===== src/rtl/id_ex_pipe_reg.sv =====
// ID->EX pipeline register with valid/ready handshake, flush, optional skid entry
// and a saturating stall counter.
module id_ex_pipe_reg #(
    parameter int unsigned DATA_W = 48,
    parameter int unsigned CTRL_W = 9,
    parameter int unsigned SKID   = 1,
    parameter int unsigned CNT_W  = 16
) (
    input  logic              clk,
    input  logic              rst,
    input  logic              flush,
    input  logic              in_valid,
    output logic              in_ready,
    input  logic [DATA_W-1:0] in_data,
    input  logic [CTRL_W-1:0] in_ctrl,
    output logic              out_valid,
    input  logic              out_ready,
    output logic [DATA_W-1:0] out_data,
    output logic [CTRL_W-1:0] out_ctrl,
    output logic [1:0]        occupancy,
    output logic [CNT_W-1:0]  stall_cycles
);

    localparam logic [CNT_W-1:0] CNT_MAX = '1;

    logic              mValid, mValidNxt;
    logic [DATA_W-1:0] mData, mDataNxt;
    logic [CTRL_W-1:0] mCtrl, mCtrlNxt;
    logic              sValid, sValidNxt;
    logic [DATA_W-1:0] sData, sDataNxt;
    logic [CTRL_W-1:0] sCtrl, sCtrlNxt;
    logic [CNT_W-1:0]  stallCnt, stallCntNxt;
    logic              accept;
    logic              drain;

    // With a skid entry, in_ready depends only on state; without it, it sees out_ready.
    assign in_ready = (SKID != 0) ? !sValid : (!mValid || out_ready);
    assign accept   = in_valid && in_ready;
    assign drain    = mValid && out_ready;

    always_ff @(posedge clk or posedge rst) begin
        if (rst) begin
            mValid   <= 1'b0;
            mData    <= '0;
            mCtrl    <= '0;
            sValid   <= 1'b0;
            sData    <= '0;
            sCtrl    <= '0;
            stallCnt <= '0;
        end else begin
            mValid   <= mValidNxt;
            mData    <= mDataNxt;
            mCtrl    <= mCtrlNxt;
            sValid   <= sValidNxt;
            sData    <= sDataNxt;
            sCtrl    <= sCtrlNxt;
            stallCnt <= stallCntNxt;
        end
    end

    // Next-state: entry movement between input, skid and head.
    always_comb begin
        mValidNxt   = mValid;
        mDataNxt    = mData;
        mCtrlNxt    = mCtrl;
        sValidNxt   = sValid;
        sDataNxt    = sData;
        sCtrlNxt    = sCtrl;
        stallCntNxt = stallCnt;

        if (mValid && !out_ready && (stallCnt != CNT_MAX)) begin
            stallCntNxt = stallCnt + CNT_W'(1);
        end

        if (flush) begin
            mValidNxt = 1'b0;
            mCtrlNxt  = '0;
            sValidNxt = 1'b0;
        end else if (SKID != 0) begin
            if (!mValid || drain) begin
                if (sValid) begin
                    mValidNxt = 1'b1;
                    mDataNxt  = sData;
                    mCtrlNxt  = sCtrl;
                    sValidNxt = accept;
                    if (accept) begin
                        sDataNxt = in_data;
                        sCtrlNxt = in_ctrl;
                    end
                end else if (accept) begin
                    mValidNxt = 1'b1;
                    mDataNxt  = in_data;
                    mCtrlNxt  = in_ctrl;
                end else begin
                    mValidNxt = 1'b0;
                    mCtrlNxt  = '0;
                end
            end else if (accept) begin
                sValidNxt = 1'b1;
                sDataNxt  = in_data;
                sCtrlNxt  = in_ctrl;
            end
        end else begin
            if (accept) begin
                mValidNxt = 1'b1;
                mDataNxt  = in_data;
                mCtrlNxt  = in_ctrl;
            end else if (drain) begin
                mValidNxt = 1'b0;
                mCtrlNxt  = '0;
            end
        end
    end

    assign out_valid    = mValid;
    assign out_data     = mData;
    assign out_ctrl     = mCtrl;
    assign occupancy    = 2'(mValid) + 2'(sValid);
    assign stall_cycles = stallCnt;

endmodule


===== config.mk =====
export PLATFORM = sky130hd
export DESIGN_NAME = id_ex_pipe_reg
export DESIGN_NICKNAME = d
export VERILOG_FILES = /design/src/rtl/id_ex_pipe_reg.sv
export SDC_FILE = /design/constraint.sdc
export NUM_CORES = 1
export LEC_CHECK = 0
export BUFFER_PORTS_ARGS = -buffer_cell sky130_fd_sc_hd__buf_4
export CAP_MARGIN = 15
export CORE_MARGIN = 5
export CORE_UTILIZATION = 25
export CTS_BUF_LIST = sky130_fd_sc_hd__clkbuf_8
export CTS_CLUSTER_SIZE = 30
export DETAILED_ROUTE_END_ITERATION = 8
export HOLD_SLACK_MARGIN = 0.03
export SKIP_LAST_GASP = 1
export SYNTH_ARGS = -nofsm -noshare
export SYNTH_HDL_FRONTEND = slang
export SYNTH_SLANG_ARGS = --single-unit

===== constraint.sdc =====
create_clock -name clk -period 5.3 [get_ports clk]
set_input_delay 0.265 -clock clk [delete_from_list [all_inputs] [get_ports clk]]
set_output_delay 0.265 -clock clk [all_outputs]
set_load 0.05 [all_outputs]

After elaboration in Yosys (flattened, before gate mapping)

Index checks and enable logic that the tools add are counted.

Add/subtract/negate cells: 2
Multiply operators: 0
Div/mod/pow operators: 0
Magnitude comparators: 0
Equal/unequal tests: 2
Shifts and indexed selects: 0
Mux-type cells: 20
Bitwise logic cells: 1
Reductions and logical operators: 13

Operators by type and width:

| cell                  | number |
|---|---|
| $mux 48               | 5 |
| $mux 9                | 7 |
| $add 16x1->16 const B | 1 |
| $ne 16x16->1 const B  | 1 |
| $mux 1                | 8 |
| $logic_and 1x1->1     | 4 |
| $reduce_bool 2->1     | 2 |
| $logic_not 1->1       | 3 |
| $reduce_and 3->1      | 1 |
| $reduce_bool 3->1     | 1 |
| $add 1x1->2           | 1 |
| $ne 2x2->1 const B    | 1 |
| $reduce_and 2->1      | 1 |
| $logic_or 1x1->1      | 1 |
| $not 1->1             | 1 |

Flip-flop bits (word level): 132
Latch bits: 0
Bits in writable memories: 0
ROM bits: 0
Input bits: 62
Output and inout port bits: 77
Memories: 0

Longest topological paths before layout

Gate-level depths: netlist of run 1.

Word-level depth: 6
Mapped depth: 6

Least setup slack after synthesis of run 1

OpenSTA, ideal clock, no wires.

Kind: register -> register
From: reg stallCnt[0] (netlist: stall_cycles[0])
To: reg stallCnt[14] (netlist: stall_cycles[14])
Arrival: 1.889 ns
Path slack: 3.286 ns
Cell stages (with the launch flop): 7
Path buffers: 1
Period minus slack after synthesis: 2.014 ns
Cell sequence: dfrtp_1 ha_1 and3b_1 buf_2 nand2_1 or3_1 mux2_4

Longest elaborated chain between the ends: 2

RTL lines:

| what                                                                  | line | source |
|---|---|---|
| start: declaration                                                    | 32   | `logic [CNT_W-1:0] stallCnt, stallCntNxt;` |
| start signal: assignment                                              | 57   | `stallCnt <= stallCntNxt;` |
| parallel branches: the longest is 2 deep, another holds $add 16x1->16 | -    |  |

Parallel ways; which one is timed is not known.
A chain may end at the register's enable or synchronous reset.

Final worst setup path of run 1

From: reg mValid (netlist: out_valid)
To: reg sData[32]

Longest elaborated chain between the ends: 4

RTL lines:

| what                                                 | line   | source |
|---|---|---|
| start: declaration                                   | 26     | `logic mValid, mValidNxt;` |
| start signal: assignment                             | 51     | `mValid <= mValidNxt;` |
| $logic_not 1->1 or $logic_and 1x1->1 (tied branches) | 80, 39 |  |
| $logic_or 1x1->1 (*)                                 | 80     | `if (!mValid \|\| drain) begin` |
| $ne 2x2->1 (no source line)                          | -      |  |
| $reduce_and 2->1 (no source line)                    | -      |  |
| end signal: assignment                               | 55     | `sData <= sDataNxt;` |
| end: declaration                                     | 30     | `logic [DATA_W-1:0] sData, sDataNxt;` |

Mark *: on every way between the ends. The rest lies on a longest branch, timed or not.

==> results of run 1 <==
-- layout make-up --
class | instances | area, µm²
tap | 285 | 357
fill | 2272 | 15100
inverter | 3 | 16.3
clock inverter | 10 | 83.8
timing repair buffer | 146 | 1120
multi-input combinational | 308 | 2250
sequential | 132 | 3310
clock buffer | 21 | 289
-- logic make-up (layout without fill, tap and decap cells) --
| logic type | Yosys count | count (layout) | synth area share, % |
|---|---|---|---|
| adders and majority gates | 2 | 2 | 0.440 |
| muxes | 109 | 109 | 20.6 |
| AOI/OAI and AO/OA | 66 | 66 | 6.26 |
| DFF | 132 | 132 | 58.1 |
| buffers and inverters | 32 | 180 | 2.62 |
| xor gates and xnor gates | 9 | 9 | 1.39 |
| and+or+nand+nor | 122 | 122 | 10.6 |
-- per-stage QoR --
stage / hold slack (ns) / instances
after floorplan: 0.338 / 472
after global placement: 0.468 / 870
after detailed placement: 0.472 / 870
after CTS: 0.0302 / 902
after global routing: 0.0323 / 905
final: 0.0748 / 905
-- metal layers --
metal	global-route usage [%]	wire length, µm
met5	0	0
met1	14.2	6330
met2	17.8	6550
met4	3.45	153
met3	3.85	846
-- sequential cells by signal, indices dropped and copies added, names as in the netlist --
register and cells:
out_ctrl 9, sValid 1, out_data 48, sData 48, out_valid 1, sCtrl 9, stall_cycles 16
-- worst paths after layout --
check                              end
setup / recovery             sData[32]
hold / removal               sData[26]
setup reg to reg             sData[32]
hold reg to reg              sData[14]
max in group asynchronous       sValid
min in group asynchronous  out_data[2]
-- worst max-delay path, cell delays in order, from the launching register on --
cell	delay (ns)
dfrtp_1	0.42
nor2b_1	0.83
nand3_4	0.90
mux2_2	0.57
-- cells in the final DEF (no fill, tap or decap), drive strengths merged --
cell type / instances
a211oi: 9
a21oi: 53
a31oi: 2
and3: 12
and3b: 1
and4: 4
and4b: 1
buf: 143
bufinv: 1
clkbuf: 21
clkinv: 4
clkinvlp: 3
dfrtp: 132
dlygate4sd3: 3
ha: 2
inv: 5
mux2: 60
mux2i: 49
nand2: 8
nand2b: 1
nand3: 6
nand4: 7
nor2: 66
nor2b: 1
nor3: 12
o21ai: 2
or2b: 1
or3: 1
or4: 1
xnor2: 6
xor2: 3
-- power by group through the flow --
stage,combinational (mW),sequential [mW],clock (mW)
finish,0.806,1.33,0.804
global route,0.869,1.37,0.897
CTS,0.815,1.34,0.851
detailed placement,0.813,1.35,0
global placement,0.801,1.35,0
floorplan,0.254,1.64,0
==> flow_summary.toml, run 1 <==
[route]
via_count = 4032
avgRoutedWirePerCell_um = 15.3
route.detailed.drc = 0
routed_wirelength_um = 13900
dr.pass1.iters = 4
drtAntennaViolNets = 0
vias_per_cell = 4.46
drt_iter0_drc = 204

[worst_setup_path]
critical_path_required_ns = 5.60
worstPathMaxFanout = 57
start_kind = "flop"
path_class = "flop to flop"
rr_startpoint = "out_valid"
reg2reg_slack_ns = 2.43
worst_ep_arrival_time_ns = 3.17
end_kind = "flop"
r2r_cells = 3
crit_start = "out_valid"

[clock_tree]
clockRootBuffer = "clkbuf_8"
clock_latency_ns = 0.43
clkTransAtPathRegs_ns = 0.08
cts_setup_buffers = 0
numCtsBuffers = 17
cts_resized = 0
htreeDepth = 4
clockBufferDepth = 2
cts_hold_buf = 1
cts_tree = "built"
clkSinkCount = 132

[power_and_ir_drop]
p_total_mw = 2.94
leakagePower_nw = 3.27
switching_share_pct = 34.8
clkPwrFrac_pct = 27.3
power_density_mw_per_mm2 = 397
power_frac_comb_pct = 27.4
max-vdd-ir-drop_mv = 0.180
p_seq_share_pct = 45.3
switchingPower_mw = 1.02
p_int_mw = 1.92

[layout]
diodes = 0
fin_util_pct = 33.0
num-nets-final = 672
drive_gt1_share_pct = 39.0
design_area_mm2 = 0.00742
syn_to_final_growth_pct = 30.7

[synthesis]
ys_warn_count = 0
synthCells = 472
ys_ff_latch = 132
synthTopCellsByCount = "dfrtp_1, nor2_1, mux2_2"
synth_area_leaders = "dfrtp_1, mux2_2, mux2i_1"
ys.flop_type = "dfrtp_1"
synth_top_area_share_pct = 58.1
synth-async-reset-ratio_pct = 100
synth_edf_count = 0
yosysMostFrequentCell = "dfrtp_1"
synthesis.area_mm2 = 0.00568
synth_nets = 536
synth_cell_types = 33
yosysTopAreaCell = "dfrtp_1"
syn_area_per_cell_um2 = 12.0
ys_seq_area_share_pct = 58.1

[placement]
placed_cell_area_mm2 = 0.00699
portBuffers = 138
dpl.hpwl_um = 9230
dpl_worst_slack_ns = 2.37
gp_congestion = 0.746

[grt]
track_usage_pct = 11.1
grt_max_degree = 85
grt_pass1_vias = 4330
gr-total-overflow = 0
antenna_found_initial = 0
grt_pass1_wl_um = 23200

[sta]
post-route-period-util_pct = 54.2
skew_ns = 0.0122
slew_viol_final = 0
setup_ws_ns = 2.43
rsz0062_at_grt = "false"
tightestPinTransition_ns = 1.01
setup_tns_ns = 0
fmax_mhz = 348
setup_viol = 0
max_slew_margin_pct = 32.4
hold_viol_final = 0
period_needed_ns = 2.87

[floorplanning]
fp.dieW_um = 161
coreArea_mm2 = 0.0225
io_pins = 139
dieHeight_um = 161
dieArea_mm2 = 0.0258
num_rows = 55
start_util_pct = 25.2

[min_path]
hp-start = "in_data[26]"
hold_depth = 2
hp-class = "primary input to flop"

[flow_run]
cap_viol_max_count = 0

[outcome]
status = "complete, no violations"
(Power assumes the default switching activity.)
==> run 2: changes to the inputs <==
--- a/config.mk
+++ b/config.mk
@@ -5,6 +5,7 @@
 export SDC_FILE = /design/constraint.sdc
 export NUM_CORES = 1
 export LEC_CHECK = 0
+export ABC_AREA = 1
 export BUFFER_PORTS_ARGS = -buffer_cell sky130_fd_sc_hd__buf_4
 export CAP_MARGIN = 15
 export CORE_MARGIN = 5
==> constraint.sdc (replaced) <==
create_clock -name clk -period 2.9 [get_ports clk]
set_input_delay 0.145 -clock clk [delete_from_list [all_inputs] [get_ports clk]]
set_output_delay 0.145 -clock clk [all_outputs]
set_load 0.05 [all_outputs]
==> flow_summary.toml, run 2 <==
[synthesis]
ys_warn_count = 0
synth_top_area_share_pct = 55.2
syn_area_per_cell_um2 = 8.25
synthCells = 725
ys_ff_latch = 132
synth_area_leaders = "dfrtp_1, nand2_1, o21ai_0"
synth_edf_count = 0
ys_seq_area_share_pct = 55.2
yosysMostFrequentCell = "nand2_1"
synthesis.area_mm2 = 0.00598
yosysTopAreaCell = "dfrtp_1"
ys.flop_type = "dfrtp_1"
synth_nets = 789
synth-async-reset-ratio_pct = 100
synthTopCellsByCount = "nand2_1, o21ai_0, dfrtp_1"
synth_cell_types = 24

[worst_setup_path]
crit_buf_inv = 3
path_class = "flop to output port"
cp_slowest_cell = "buf_4"
critical_path_required_ns = 2.76
worst_ep_arrival_time_ns = 2.13
critPathMaxStageDelay_ns = 0.61
start_kind = "flop"
cp_top_family = "buffers and inverters"
worstPathMaxFanout = 98
crit_chain = "inv_4 -> buf_4 -> buf_4"
end_kind = "output port"
crit_top_cell = "buf_4"

[layout]
final_common_cell = "nand2_1"
diodes = 0
drive_gt1_share_pct = 20.4
stdcell_count = 1246
design_area_mm2 = 0.00826
fill_cells = 2480
mostFrequentLayoutCells = "nand2_1, o21ai_0, buf_4"
syn_to_final_growth_pct = 38.1
num-nets-final = 978

[power_and_ir_drop]
p_total_mw = 5.26
clkPwrFrac_pct = 28.0
switching_share_pct = 35.0
leakagePower_nw = 4.25
p_seq_share_pct = 45.5
power_density_mw_per_mm2 = 637
max-vdd-ir-drop_mv = 0.314
power_frac_comb_pct = 26.5
switchingPower_mw = 1.84
p_int_mw = 3.42

[clock_tree]
clkSinkCount = 132
htreeDepth = 4
cts_hold_buf = 59
clock_latency_ns = 0.44
cts_setup_buffers = 0
clockRootBuffer = "clkbuf_8"
cts_tree = "built"
numCtsBuffers = 17
clkTransAtPathRegs_ns = 0.08
clockBufferDepth = 2
cts_resized = 0

[route]
drtAntennaViolNets = 0
drt_iter0_drc = 260
routed_wirelength_um = 15400
route.met3.wl_um = 1030
vias_per_cell = 4.18
highest_layer = "met4"
wl_met2_um = 7000
avgRoutedWirePerCell_um = 12.4
dr.pass1.iters = 5
route.detailed.drc = 0
met1_length_um = 7140
via_count = 5212

[grt]
track_usage_pct = 11.8
grt_max_degree = 99
grt_pass1_vias = 5102
antenna_found_initial = 0
gr-total-overflow = 0
grt_pass1_wl_um = 25600

[sta]
hold_viol_final = 0
skew_ns = 0.0129
setup_tns_ns = 0
tightestPinTransition_ns = 0.880
max_slew_margin_pct = 41.3
setup_viol = 0
fmax_mhz = 439
slew_viol_final = 0
hold_slack_ns = 0.0876
rsz0062_at_grt = "false"
post-route-period-util_pct = 78.5
period_needed_ns = 2.28

[min_path]
hp-class = "primary input to flop"

[floorplanning]
dieArea_mm2 = 0.0271
coreArea_mm2 = 0.0235
io_pins = 139
num_rows = 56
fp.dieW_um = 165
dieHeight_um = 165
start_util_pct = 25.4

[placement]
placed_cell_area_mm2 = 0.00729
dpl.hpwl_um = 10400
placed_cells = 1155
portBuffers = 138
gp_congestion = 0.769

[outcome]
status = "complete, no violations"

[flow_run]
cap_viol_max_count = 0
==> run 2: changes by cell type in the layout (fill, tap and decap cells not counted), moves of 49 or more <==
| cell | change |
|---|---|
| inv_1 | +72 |
| nand2_1 | +236 |
| dlygate4sd3_1 | +56 |
| mux2_2 | -59 |
| a21oi_1 | -53 |
| o21ai_0 | +147 |
| mux2i_1 | -49 |
==> run 2: stage by stage <==
step,setup WS [ns],utilization [%]
3_3_place_gp,0.701,31.0
6_report,0.624,35.1
2_1_floorplan,1.12,-
5_1_grt,0.418,35.1
3_5_place_dp,0.629,31.0
4_1_cts,0.518,35.1
==> run 2: worst min-delay path, delay by kind of cell <==
| kind | cells | cell delay [ns] |
|---|---|---|
| AND/OR/NAND/NOR | 2 | 0.15 |
| buffers and inverters | 2 | 0.19 |
==> run 2: layer usage <==
layer  vias up  track usage [%]
li1       2673                -
met1      2381             15.7
met2       144             18.2
met3        14             3.94
met4         0             3.82
met5         -                0
==> run 2: worst paths after layout <==
path | start | endpoint | slack (ns) | cells after the start
worst max register to register | sValid | out_ctrl[1] | 0.69 | 6
worst min-delay path | flush | sValid | 0.09 | 4
min in group asynchronous | rst | stall_cycles[9] | 0.30 | 3
worst max-delay path | sValid | in_ready | 0.62 | 3
worst min register to register | sData[45] | sData[45] | 0.48 | 2
max in group asynchronous | rst | sData[31] | 1.90 | 4
==> run 2: kinds of logic after synthesis <==
logic type / after synthesis / share of synthesized area [%]
flops: 132 / 55.2
buf+inv: 115 / 9.01
compound gates: 164 / 13.7
simple gates: 306 / 20.7
fa+ha+maj: 2 / 0.418
xor+xnor: 6 / 0.878
==> run 2: final cells by class <==
type / count / area, µm² / share of cell area (%)
clock buffers: 21 / 289 / 3.50
clock inverters: 11 / 86.3 / 1.05
inverters: 77 / 295 / 3.58
multi-input cells: 478 / 2140 / 25.9
flip-flops and latches: 132 / 3300 / 40.0
well taps: 319 / 399 / 4.83
repair buffers: 208 / 1750 / 21.1
==> run 2: power groups by stage <==
stage               Sequential (mW)  Clock, mW  Combinational (mW)
finish                         2.40       1.47                1.39
CTS                            2.39       1.55                1.42
global route                   2.44       1.63                1.53
global placement               2.42          0                1.33
detailed placement             2.42          0                1.35
floorplan                      2.88          0               0.423
==> run 3: changes to the inputs <==
==> constraint.sdc (replaced) <==
create_clock -name clk -period 1.9 [get_ports clk]
set_input_delay 0.095 -clock clk [delete_from_list [all_inputs] [get_ports clk]]
set_output_delay 0.095 -clock clk [all_outputs]
set_load 0.05 [all_outputs]
==> flow_summary.toml, run 3 (same netlist as run 2, synthesis figures left out) <==
[outcome]
status = "complete, no violations"

[sta]
period_needed_ns = 1.69
setup_tns_ns = 0
tightestPinTransition_ns = 0.786
setup_viol = 0
rsz0062_at_grt = "false"
hold_viol_final = 0
fmax_mhz = 591
slew_viol_final = 0
post-route-period-util_pct = 89.0
skew_ns = 0.0130
max_slew_margin_pct = 47.6

[layout]
stdcell_count = 1244
syn_to_final_growth_pct = 39.7
multi_input_area_mm2 = 0.00214
ff_latch_area_mm2 = 0.00330
design_area_mm2 = 0.00836
mostFrequentLayoutCells = "nand2_1, o21ai_0, buf_4"
fin_util_pct = 35.5
fill_cells = 2462
diodes = 0
num-nets-final = 976
drive_gt1_share_pct = 20.3
final_common_cell = "nand2_1"

[route]
routed_wirelength_um = 15300
avgRoutedWirePerCell_um = 12.3
drtAntennaViolNets = 0
drt_iter0_drc = 336
dr.pass1.iters = 4
route.detailed.drc = 0
via_count = 5160
vias_per_cell = 4.15

[clock_tree]
clkTransAtPathRegs_ns = 0.08
clock_latency_ns = 0.43
numCtsBuffers = 17
clockRootBuffer = "clkbuf_8"
cts_resized = 0
clockBufferDepth = 2
clkSinkCount = 132
htreeDepth = 4
cts_tree = "built"

[worst_setup_path]
worstPathMaxFanout = 12
worst_ep_arrival_time_ns = 1.60
reg2reg_slack_ns = 0.26
path_class = "flop to output port"
crit_start = "sValid"
critPathCapture = "occupancy[0]"
critical_path_required_ns = 1.80
rr_startpoint = "stall_cycles[0]"
worst_r2r_endpoint = "stall_cycles[6]"
r2r_cells = 7
start_kind = "flop"
end_kind = "output port"

[floorplanning]
num_rows = 56
start_util_pct = 25.4
dieArea_mm2 = 0.0271
coreArea_mm2 = 0.0235
dieHeight_um = 165
fp.dieW_um = 165
io_pins = 139

[placement]
portBuffers = 138
placed_cell_area_mm2 = 0.00730
dpl.hpwl_um = 9870
gp_congestion = 0.781
placed_cells = 1153

[min_path]
hold_depth = 6
hp-class = "primary input to flop"

[power_and_ir_drop]
power_density_mw_per_mm2 = 1020
switching_share_pct = 32.9
p_int_mw = 5.70
power_frac_comb_pct = 25.0
max-vdd-ir-drop_mv = 0.374
p_seq_share_pct = 42.9
clkPwrFrac_pct = 32.1
leakagePower_nw = 4.30
switchingPower_mw = 2.80

[grt]
track_usage_pct = 11.7
grt_max_degree = 133
gr-total-overflow = 0
grt_pass1_wl_um = 25300
antenna_found_initial = 1
grt_pass1_vias = 4999

[flow_run]
cap_viol_max_count = 0
==> run 3: through the flow <==
| step | power (mW) | setup WS, ns | hold WS [ns] |
|---|---|---|---|
| after floorplan | 5.05 | 0.168 | 0.244 |
| after global placement | 5.72 | 0.303 | 0.363 |
| after detailed placement | 5.76 | 0.247 | 0.367 |
| after CTS | 8.67 | 0.160 | 0.0826 |
| after global routing | 9.04 | 0.0634 | 0.106 |
| final | 8.50 | 0.209 | 0.123 |
==> run 3: what timing repair did <==
item	in CTS	in global routing
hold endpoints to repair	228	0
hold buffers	59	0
setup buffers	0	0
==> run 3: final cells by class <==
cell class | instances | share of cell area (%)
timing repair buffer | 206 | 21.0
clock inverter | 9 | 1.78
sequential | 132 | 39.5
multi-input combinational | 478 | 25.6
clock buffer | 23 | 3.79
tap | 319 | 4.77
inverter | 77 | 3.53
==> run 3: how the worst min path moves through the flow <==
stage	from	to
finish	flush	out_valid
floorplan	in_data[30]	sData[30]
global route	flush	out_valid
detailed placement	in_data[37]	sData[37]
CTS	flush	out_valid
global placement	in_data[34]	sData[34]
==> run 3: power by group through the flow <==
stage / logic, mW / clock network, mW / registers (mW)
after floorplan: 0.645 / 0 / 4.40
after global placement: 2.03 / 0 / 3.69
after detailed placement: 2.06 / 0 / 3.70
after CTS: 2.16 / 2.86 / 3.65
after global routing: 2.33 / 2.99 / 3.72
final: 2.13 / 2.72 / 3.65
==> run 3: layer usage <==
metal	routed length [µm]	global-route usage, %	part of all wire, %	up-vias
met5	7	0	0.046	-
met4	303	4.12	2.0	2
met3	783	3.47	5.1	24
met2	6920	18.1	45	109
met1	7320	15.6	48	2358
li1	-	-	-	2667
==> run 3: critical path, stage by stage (launching register included) <==
cell	delay [ns]
dfrtp_1	0.64
ha_1	0.33
buf_4	0.19
